$ cat config.mk
export PLATFORM = sky130hd
export DESIGN_NAME = usb_tx_bit_stuffer
export DESIGN_NICKNAME = d
export VERILOG_FILES = /design/src/rtl/usb_tx_bit_stuffer_pkg.sv /design/src/rtl/usb_tx_bit_stuffer.sv
export SDC_FILE = /design/constraint.sdc
export NUM_CORES = 1
export LEC_CHECK = 0
export CORE_MARGIN = 2
export CORE_UTILIZATION = 52
export CTS_BUF_LIST = sky130_fd_sc_hd__clkbuf_16
export DETAILED_ROUTE_END_ITERATION = 8
export PLACE_DENSITY = 0.86
export SLEW_MARGIN = 20
export SYNTH_ARGS = -nofsm -noshare
export SYNTH_HDL_FRONTEND = slang
export SYNTH_SLANG_ARGS = --single-unit
$ cat constraint.sdc
create_clock -name clk -period 2.8 [get_ports clk]
set_input_delay 0.56 -clock clk [delete_from_list [all_inputs] [get_ports clk]]
set_output_delay 0.56 -clock clk [all_outputs]
set_load 0.005 [all_outputs]
$ cat src/rtl/usb_tx_bit_stuffer_pkg.sv
// ---------------------------------------------------------------------------
// usb_tx_bit_stuffer_pkg
//   Shared USB2 transmit-path definitions: the TX state encodings, the USB
//   bit-stuffing run length and the packet byte width. The NRZI encoder and
//   the packet/EOP sequencer import the same package, so all three agree on
//   these values.
//
//   Contents:
//     tx_state_e     IDLE / SHIFT / STUFF transmit states
//     USB_STUFF_LEN  consecutive 1s after which a 0 is inserted (6)
//     USB_BYTE_W     packet byte width (8)
// ---------------------------------------------------------------------------
package usb_tx_bit_stuffer_pkg;

    typedef enum logic [1:0] {
        ST_IDLE  = 2'd0,
        ST_SHIFT = 2'd1,
        ST_STUFF = 2'd2
    } tx_state_e;

    localparam int USB_STUFF_LEN = 6;
    localparam int USB_BYTE_W    = 8;

endpackage

$ cat src/rtl/usb_tx_bit_stuffer.sv
// ---------------------------------------------------------------------------
// usb_tx_bit_stuffer
//   Transmit stage in front of the NRZI encoder. It accepts packet bytes over
//   a valid/ready handshake and serializes each byte LSB first, emitting one
//   bit per bit_en strobe. After every STUFF_LEN consecutive 1s it inserts a
//   0 stuff bit, and this includes the end of a packet.
//
//   Ports:
//     clk         clock
//     rst_b       synchronous active-low reset
//     bit_en      bit-rate strobe; at most one output bit per strobe
//     byte_in     packet byte
//     byte_last   byte_in is the final byte of the packet
//     byte_valid  byte_in / byte_last valid
//     byte_ready  byte is taken on a cycle where byte_valid & byte_ready
//     dout        serialized and stuffed bit (to NRZI din)
//     dout_valid  one-cycle pulse per emitted bit (to NRZI din_valid)
//     busy        packet in progress
//     pkt_done    pulse that coincides with the final dout_valid
//     underrun    pulse: the next byte was missing mid-packet
// ---------------------------------------------------------------------------
module usb_tx_bit_stuffer
    import usb_tx_bit_stuffer_pkg::*;
#(
    parameter int DATA_W    = USB_BYTE_W,
    parameter int STUFF_LEN = USB_STUFF_LEN
) (
    input  logic              clk,
    input  logic              rst_b,
    input  logic              bit_en,
    input  logic [DATA_W-1:0] byte_in,
    input  logic              byte_last,
    input  logic              byte_valid,
    output logic              byte_ready,
    output logic              dout,
    output logic              dout_valid,
    output logic              busy,
    output logic              pkt_done,
    output logic              underrun
);

    localparam int IDX_W = (DATA_W > 1) ? $clog2(DATA_W) : 1;
    localparam int CNT_W = $clog2(STUFF_LEN + 1);
    localparam logic [IDX_W-1:0] LAST_IDX = IDX_W'(DATA_W - 1);
    localparam logic [CNT_W-1:0] RUN_MAX  = CNT_W'(STUFF_LEN - 1);

    tx_state_e         state_q, state_d;
    logic [DATA_W-1:0] shift_q, shift_d;
    logic              last_q, last_d;
    logic              stuff_at_end_q, stuff_at_end_d;
    logic [IDX_W-1:0]  bit_idx_q, bit_idx_d;
    logic [CNT_W-1:0]  ones_cnt_q, ones_cnt_d;
    logic              dout_q, dout_d;
    logic              dout_valid_q, dout_valid_d;
    logic              pkt_done_q, pkt_done_d;
    logic              underrun_q, underrun_d;

    logic cur_bit;
    logic stuff_next;
    logic load_slot;

    always_ff @(posedge clk) begin
        if (!rst_b) begin
            state_q        <= ST_IDLE;
            shift_q        <= '0;
            last_q         <= 1'b0;
            stuff_at_end_q <= 1'b0;
            bit_idx_q      <= '0;
            ones_cnt_q     <= '0;
            dout_q         <= 1'b1;
            dout_valid_q   <= 1'b0;
            pkt_done_q     <= 1'b0;
            underrun_q     <= 1'b0;
        end else begin
            state_q        <= state_d;
            shift_q        <= shift_d;
            last_q         <= last_d;
            stuff_at_end_q <= stuff_at_end_d;
            bit_idx_q      <= bit_idx_d;
            ones_cnt_q     <= ones_cnt_d;
            dout_q         <= dout_d;
            dout_valid_q   <= dout_valid_d;
            pkt_done_q     <= pkt_done_d;
            underrun_q     <= underrun_d;
        end
    end

    always_comb begin
        state_d        = state_q;
        shift_d        = shift_q;
        last_d         = last_q;
        stuff_at_end_d = stuff_at_end_q;
        bit_idx_d      = bit_idx_q;
        ones_cnt_d     = ones_cnt_q;
        dout_d         = dout_q;
        dout_valid_d   = 1'b0;
        pkt_done_d     = 1'b0;
        underrun_d     = 1'b0;
        load_slot      = 1'b0;

        cur_bit    = shift_q[bit_idx_q];
        stuff_next = cur_bit && (ones_cnt_q == RUN_MAX);

        case (state_q)
            ST_IDLE: begin
                if (byte_valid) begin
                    shift_d        = byte_in;
                    last_d         = byte_last;
                    stuff_at_end_d = 1'b0;
                    bit_idx_d      = '0;
                    ones_cnt_d     = '0;
                    state_d        = ST_SHIFT;
                end
            end

            ST_SHIFT: begin
                if (bit_en) begin
                    dout_d       = cur_bit;
                    dout_valid_d = 1'b1;
                    bit_idx_d    = (bit_idx_q == LAST_IDX) ? '0 : bit_idx_q + 1'b1;
                    ones_cnt_d   = cur_bit ? ones_cnt_q + 1'b1 : '0;
                    if (stuff_next) begin
                        // The byte boundary moves onto the stuff bit, so remember
                        // whether this stuff closes the current byte.
                        ones_cnt_d     = '0;
                        stuff_at_end_d = (bit_idx_q == LAST_IDX);
                        state_d        = ST_STUFF;
                    end else if (bit_idx_q == LAST_IDX) begin
                        load_slot = 1'b1;
                    end
                end
            end

            ST_STUFF: begin
                if (bit_en) begin
                    dout_d       = 1'b0;
                    dout_valid_d = 1'b1;
                    ones_cnt_d   = '0;
                    state_d      = ST_SHIFT;
                    load_slot    = stuff_at_end_q;
                end
            end

            default: state_d = ST_IDLE;
        endcase

        // Load slot: the last bit of a byte is on its way out. A waiting byte
        // is taken here so the stream stays gap-free, and ones_cnt carries over.
        if (load_slot) begin
            stuff_at_end_d = 1'b0;
            if (last_q) begin
                state_d    = ST_IDLE;
                pkt_done_d = 1'b1;
            end else if (byte_valid) begin
                shift_d   = byte_in;
                last_d    = byte_last;
                bit_idx_d = '0;
                state_d   = ST_SHIFT;
            end else begin
                underrun_d = 1'b1;
                ones_cnt_d = '0;
                state_d    = ST_IDLE;
            end
        end
    end

    assign byte_ready = rst_b && ((state_q == ST_IDLE) || (load_slot && !last_q));
    assign busy       = (state_q != ST_IDLE);
    assign dout       = dout_q;
    assign dout_valid = dout_valid_q;
    assign pkt_done   = pkt_done_q;
    assign underrun   = underrun_q;

endmodule

## After elaboration in Yosys (flattened, before gate mapping)

Index checks and enable logic that the tools add are counted.

| storage, ports and cells | value |
|---|---|
| register bits | 22 |
| output and inout port bits | 6 |

| cells by class | value |
|---|---|
| $add $sub $neg | 2 |
| magnitude comparators | 1 |
| eq/ne operators | 12 |
| mux-type cells | 51 |
| bitwise gates (word level) | 2 |
| reductions and logical operators | 17 |

Operators with widths:

| operator | count |
|---|---|
| $mux W3 | 14 |
| $mux W8 | 5 |
| $mux W1 | 20 |
| $ne A3 B3 Y1 const B | 4 |
| $mux W2 | 5 |
| $pmux W3 S3 | 1 |
| $ne A2 B2 Y1 const B | 4 |
| $reduce_and A4 Y1 | 2 |
| $add A3 B1 Y3 const B | 2 |
| $eq A3 B3 Y1 const B | 2 |
| $pmux W1 S2 | 3 |
| $pmux W2 S3 | 1 |
| $pmux W3 S2 | 1 |
| $reduce_bool A2 Y1 | 3 |
| $lt A3 B4 Y1 const B | 1 |
| $reduce_and A2 Y1 | 2 |
| $reduce_or A2 Y1 | 2 |
| $bmux W1 S3 | 1 |
| $logic_and A1 B1 Y1 | 3 |
| $reduce_and A3 Y1 | 1 |
| $reduce_or A3 Y1 | 1 |
| $eq A2 B1 Y1 const B | 1 |
| $eq A2 B2 Y1 const B | 1 |
| $logic_not A2 Y1 | 1 |
| 3 further kinds | 4 |

## Depth between registers and ports, before layout

Gate-level depths: netlist (run 1).

| depth | value |
|---|---|
| depth in word-level cells | 9 |
| mapped depth | 8 |

## Worst setup path before layout (run 1)

OpenSTA, ideal clock, no wires.

| path | value |
|---|---|
| kind | register -> output |
| start point | register state_q[0] |
| end point | output byte_ready |
| data arrival time | 1613 ps |
| required time | 2240 ps |
| setup slack | 627 ps |
| cell stages (with the launch flop) | 8 |
| path buffers | 0 |
| cell sequence | dfxtp_1 > inv_1 > ha_1 > mux2_2 > and3_1 > nand2_1 > nor2_1 > o21a_1 |

| on the way | value |
|---|---|
| longest elaborated chain between the ends | 5 |

Ends and longest elaborated chain:

| element | RTL line | source |
|---|---|---|
| from (decl) | usb_tx_bit_stuffer.sv:47 | `tx_state_e state_q, state_d;` |
| from (signal assigned) | usb_tx_bit_stuffer.sv:75 | `state_q <= state_d;` |
| $eq A2 B2 Y1 / $eq A2 B1 Y1 (equally long branches) | usb_tx_bit_stuffer.sv:104 | `case (state_q)` |
| $pmux W1 S2 | usb_tx_bit_stuffer.sv:104 |  |
| $logic_and A1 B1 Y1 | usb_tx_bit_stuffer.sv:167 | `assign byte_ready = rst_b && ((state_q == ST_IDLE) \|\| (load_slot && !last_q));` |
| $logic_or A1 B1 Y1 * | usb_tx_bit_stuffer.sv:167 |  |
| $logic_and A1 B1 Y1 * | usb_tx_bit_stuffer.sv:167 |  |
| to (decl) | usb_tx_bit_stuffer.sv:34 | `output logic byte_ready,` |

Every way passes the cells marked *; elsewhere a longest branch is shown, timed or not.

## Worst setup path after layout (run 1)

| path | value |
|---|---|
| start point | register bit_idx_q[1] |
| end point | output byte_ready |

| on the way | value |
|---|---|
| longest elaborated chain between the ends | 9 |

Ends and longest elaborated chain:

| element | RTL line | source |
|---|---|---|
| from (decl) | usb_tx_bit_stuffer.sv:51 | `logic [IDX_W-1:0] bit_idx_q, bit_idx_d;` |
| from (signal assigned) | usb_tx_bit_stuffer.sv:79 | `bit_idx_q <= bit_idx_d;` |
| $bmux W1 S3 | usb_tx_bit_stuffer.sv:101 | `cur_bit = shift_q[bit_idx_q];` |
| $mux W1 (implied by the code) | usb_tx_bit_stuffer.sv:101 |  |
| $logic_and A1 B1 Y1 | usb_tx_bit_stuffer.sv:102 | `stuff_next = cur_bit && (ones_cnt_q == RUN_MAX);` |
| $mux W1 * | usb_tx_bit_stuffer.sv:122 | `if (stuff_next) begin` |
| $mux W1 * | usb_tx_bit_stuffer.sv:117 | `if (bit_en) begin` |
| $pmux W1 S2 * | usb_tx_bit_stuffer.sv:104 |  |
| $logic_and A1 B1 Y1 * | usb_tx_bit_stuffer.sv:167 |  |
| $logic_or A1 B1 Y1 * | usb_tx_bit_stuffer.sv:167 |  |
| $logic_and A1 B1 Y1 * | usb_tx_bit_stuffer.sv:167 |  |

Every way passes the cells marked *; elsewhere a longest branch is shown, timed or not. The select of a mux whose other input is x is not followed.

==> metrics.log, run 1 <==
INFO  metric rrSetupSlack = 0.65 ns
INFO  metric highest-signal-layer = met4
INFO  metric achievable-frequency = 363 MHz
INFO  metric worstPathRequired = 2.24 ns
INFO  metric rr_startpoint = bit_idx_q[1]
INFO  metric syn_to_final_growth = 29.8%
INFO  metric power_frac_clock = 0.268
INFO  metric cellLeakagePower = 0.642 nW
INFO  metric ctsRootBufferMaster = clkbuf_16
INFO  metric switching_share = 0.342
INFO  metric yosysTopAreaCellShare = 0.353
INFO  metric placement.io_buffers = 18
INFO  metric whs_path_depth = 2
INFO  metric dr_total_vias = 1167
INFO  metric synth_cell_types = 38
INFO  metric post_synth.cell_area_avg = 9.11 sq um
INFO  metric synthArstFlopShare = 0
INFO  metric finalSetupViolCount = 0
INFO  metric via_per_inst = 6.17
INFO  metric dp.final_hpwl = 2310 microns
INFO  metric startpoint = bit_idx_q[1]
INFO  metric synth.ff_latch_count = 22
INFO  metric max_slew_margin = 0.670
INFO  metric fillerInstances = 170
INFO  metric timing.critical_path.to_type = primary output
INFO  metric final_nets = 185
INFO  metric drv.max_cap_violation_count = 0
INFO  metric start_util = 0.559
INFO  metric yosys.area.top_type = dfxtp_1
INFO  metric postSynth.topFlopCell = dfxtp_1
INFO  metric rr_worst_depth = 8
INFO  metric synth_top_cells_by_count = dfxtp_1 (22), nor2_1 (16), mux2i_1 (12)
INFO  metric worstMarginPinSlew = 0.491 ns
INFO  metric core_region_area = 2230 sq um
INFO  metric final_layout_size_suffix_gt1_frac = 0.168
INFO  metric ant_nets = 0
INFO  metric overflow = 0
INFO  metric slew_viol_final = 0
INFO  metric drcViolationCount = 0
INFO  metric grt_antenna_before_repair = 0
INFO  metric combPwrFrac = 0.384
INFO  metric max-vdd-ir-drop = 593 uV
INFO  metric routed_wire_length_per_instance = 17.1 microns
INFO  metric clock_tree.buffer_depth = 2
INFO  metric drt-initial-drc-count = 52
INFO  metric syn-cell-area = 1250 sq um
INFO  metric floorplan.die.width = 53.0 microns
INFO  metric finalWorstPathRequiredPeriod = 2.75 ns
INFO  metric io_pins = 19
INFO  metric path_max_fanout = 6
INFO  metric timing.final.crit_share = 0.983
INFO  metric r2r-end = shift_q[3]
INFO  metric yosys-top-cells-area = dfxtp_1 (35%), mux2i_1 (9.6%), ha_1 (9.0%)
INFO  metric totalWireLength = 3230 microns
INFO  metric yosysMostFrequentCell = dfxtp_1
INFO  metric critical_path_arrival = 2.19 ns
INFO  metric postCtsHoldBufs = 0
INFO  metric clk_transition_reported_paths = 0.06 ns
INFO  metric path_class = flip-flop to primary output
INFO  metric intPower = 734 uW
INFO  metric yosysWarningCount = 0
INFO  metric syn_nets = 159
INFO  metric cts_max_level = 1
INFO  metric cp-endpoint = byte_ready
INFO  metric grt_start_max_net_pins = 20
INFO  metric number_of_rows_created_at_floorplan = 17
INFO  metric numClockSinks = 22
INFO  metric switching_power = 382 uW
INFO  metric post_synth_inst_count = 137
INFO  metric design.die.area = 2810 sq um
INFO  metric route.met2.wl = 1620 microns
INFO  metric seq_power_share = 0.348
INFO  metric totalPowerFinal = 1.12 mW
INFO  metric synth-seq-area-share = 0.353
INFO  metric cts_tree = built
INFO  metric global_route_wire_length_before_repair = 4960 microns
INFO  metric synth_enable_flop_cells = 0
INFO  metric clock_buffer_count_from_cts = 3
INFO  metric wl_met1 = 1310 microns
INFO  metric worst_min_delay_path_class = flip-flop to flip-flop
INFO  metric first_global_vias = 1155
INFO  metric run_status = finished, final reports clean
INFO  metric met3RoutedLength = 180 microns
INFO  metric start_kind = flip-flop
INFO  metric power_per_cell_area = 689 nW/um^2
INFO  metric drtPass1Iterations = 4
INFO  metric holdWs = 0.508 ns
INFO  metric clock_latency = 0.25 ns
INFO  metric finalHoldViolCount = 0
INFO  metric globalplace.congestion = 0.870
INFO  metric antenna_cell_count = 0
INFO  metric totalNegativeSetupSlack = 0 ns
INFO  metric worst_clock_skew = 0.00229 ns
INFO  metric grt.total_usage = 0.248
INFO  metric die_height = 53.0 microns
per-stage QoR:
step            util  area, sq um  cells  worst slack [ns]
2_1_floorplan      -         1250    137             0.627
3_3_place_gp   0.662         1480    184             0.216
3_5_place_dp   0.662         1480    184             0.190
4_1_cts        0.702         1570    187           0.00477
5_1_grt        0.725         1620    189          -0.00261
6_report       0.725         1620    189            0.0465
power by group through the flow:
| stage | Combinational [mW] | Clock, mW | Sequential [mW] |
|---|---|---|---|
| after global placement | 0.367 | 0 | 0.386 |
| after CTS | 0.410 | 0.299 | 0.384 |
| after detailed placement | 0.394 | 0 | 0.389 |
| final | 0.429 | 0.299 | 0.388 |
| after global routing | 0.460 | 0.311 | 0.393 |
| after floorplan | 0.267 | 0 | 0.384 |
flip-flops by register name (all words and copies together) (netlist names):
name / flops
shift_q: 8
bit_idx_q: 3
ones_cnt_q: 3
state_q: 2
dout: 1
dout_valid: 1
last_q: 1
pkt_done: 1
stuff_at_end_q: 1
underrun: 1
critical path, cell delays in order (launching register included):
cell and delay [ns]:
dfxtp_2 0.35, ha_2 0.19, ha_4 0.17, mux2_2 0.27, and3_1 0.20, nand2_1 0.10, nor2_1 0.06, o21a_1 0.18
clkdlybuf4s50_1 0.44
cell type report:
type / instances / area [sq um] / share of cell area
flip-flops and latches: 22 / 443 / 0.274
inverters: 8 / 30.0 / 0.0185
well taps: 28 / 35.0 / 0.0216
clock buffers: 3 / 75.1 / 0.0464
multi-input cells: 103 / 800 / 0.494
repair buffers: 25 / 236 / 0.146
cell usage in the layout, fill, tap and decap left out, drive strengths merged, types with 3 or more instances in the layout:
cell type | synthesis | layout
dfxtp | 22 | 22
clkdlybuf4s50 | 0 | 18
nor2 | 16 | 16
mux2i | 12 | 12
nand2 | 10 | 10
nor2b | 9 | 9
ha | 9 | 9
inv | 8 | 8
buf | 1 | 7
o21ai | 6 | 6
a21oi | 4 | 4
and3 | 3 | 3
clkbuf | 3 | 3
nand4 | 3 | 3
a32oi | 3 | 3
cells by family (layout without fill, tap and decap cells):
| group | Yosys count | in the layout | share of synthesized area |
|---|---|---|---|
| mux | 14 | 14 | 0.114 |
| fa+ha+maj | 9 | 9 | 0.0903 |
| compound gates | 29 | 29 | 0.183 |
| simple gates | 51 | 51 | 0.218 |
| buf+inv | 12 | 36 | 0.0421 |
| flops | 22 | 22 | 0.353 |
routing by layer:
metal / up-vias / track usage
li1: 543 / -
met1: 541 / 0.264
met2: 63 / 0.440
met3: 20 / 0.0734
met4: 0 / 0.124
met5: - / 0
worst min-delay path by stage:
stage	slack [ns]	start	end
6_report	0.51	state_q[0]	state_q[0]
4_1_cts	0.51	last_q	pkt_done
5_1_grt	0.55	state_q[0]	state_q[0]
3_5_place_dp	0.50	last_q	pkt_done
2_1_floorplan	0.46	last_q	pkt_done
3_3_place_gp	0.48	dout	dout
repair_timing:
action | in CTS | in global routing
hold endpoints to repair | 0 | 0
resized for setup | 3 | 9
setup endpoints to repair | 1 | 1
buffers inserted | 0 | 2
pin swaps | 0 | 1
Power figures use the tool's default switching activity.
==> run 2, diff against run 1 <==
--- a/config.mk
+++ b/config.mk
@@ -10,7 +10,7 @@
 export CTS_BUF_LIST = sky130_fd_sc_hd__clkbuf_16
 export DETAILED_ROUTE_END_ITERATION = 8
 export PLACE_DENSITY = 0.86
-export SLEW_MARGIN = 20
+export SLEW_MARGIN = 40
 export SYNTH_ARGS = -nofsm -noshare
 export SYNTH_HDL_FRONTEND = slang
 export SYNTH_SLANG_ARGS = --single-unit
==> results of run 2 <==
Final layout, timing and power as in run 1 (identical DEF).
==> run 3, diff against run 2 <==
--- a/config.mk
+++ b/config.mk
@@ -5,12 +5,12 @@
 export SDC_FILE = /design/constraint.sdc
 export NUM_CORES = 1
 export LEC_CHECK = 0
+export CAP_MARGIN = 20
 export CORE_MARGIN = 2
 export CORE_UTILIZATION = 52
 export CTS_BUF_LIST = sky130_fd_sc_hd__clkbuf_16
 export DETAILED_ROUTE_END_ITERATION = 8
 export PLACE_DENSITY = 0.86
-export SLEW_MARGIN = 40
 export SYNTH_ARGS = -nofsm -noshare
 export SYNTH_HDL_FRONTEND = slang
 export SYNTH_SLANG_ARGS = --single-unit
==> results of run 3 <==
Final layout, timing and power as in run 1 (identical DEF).
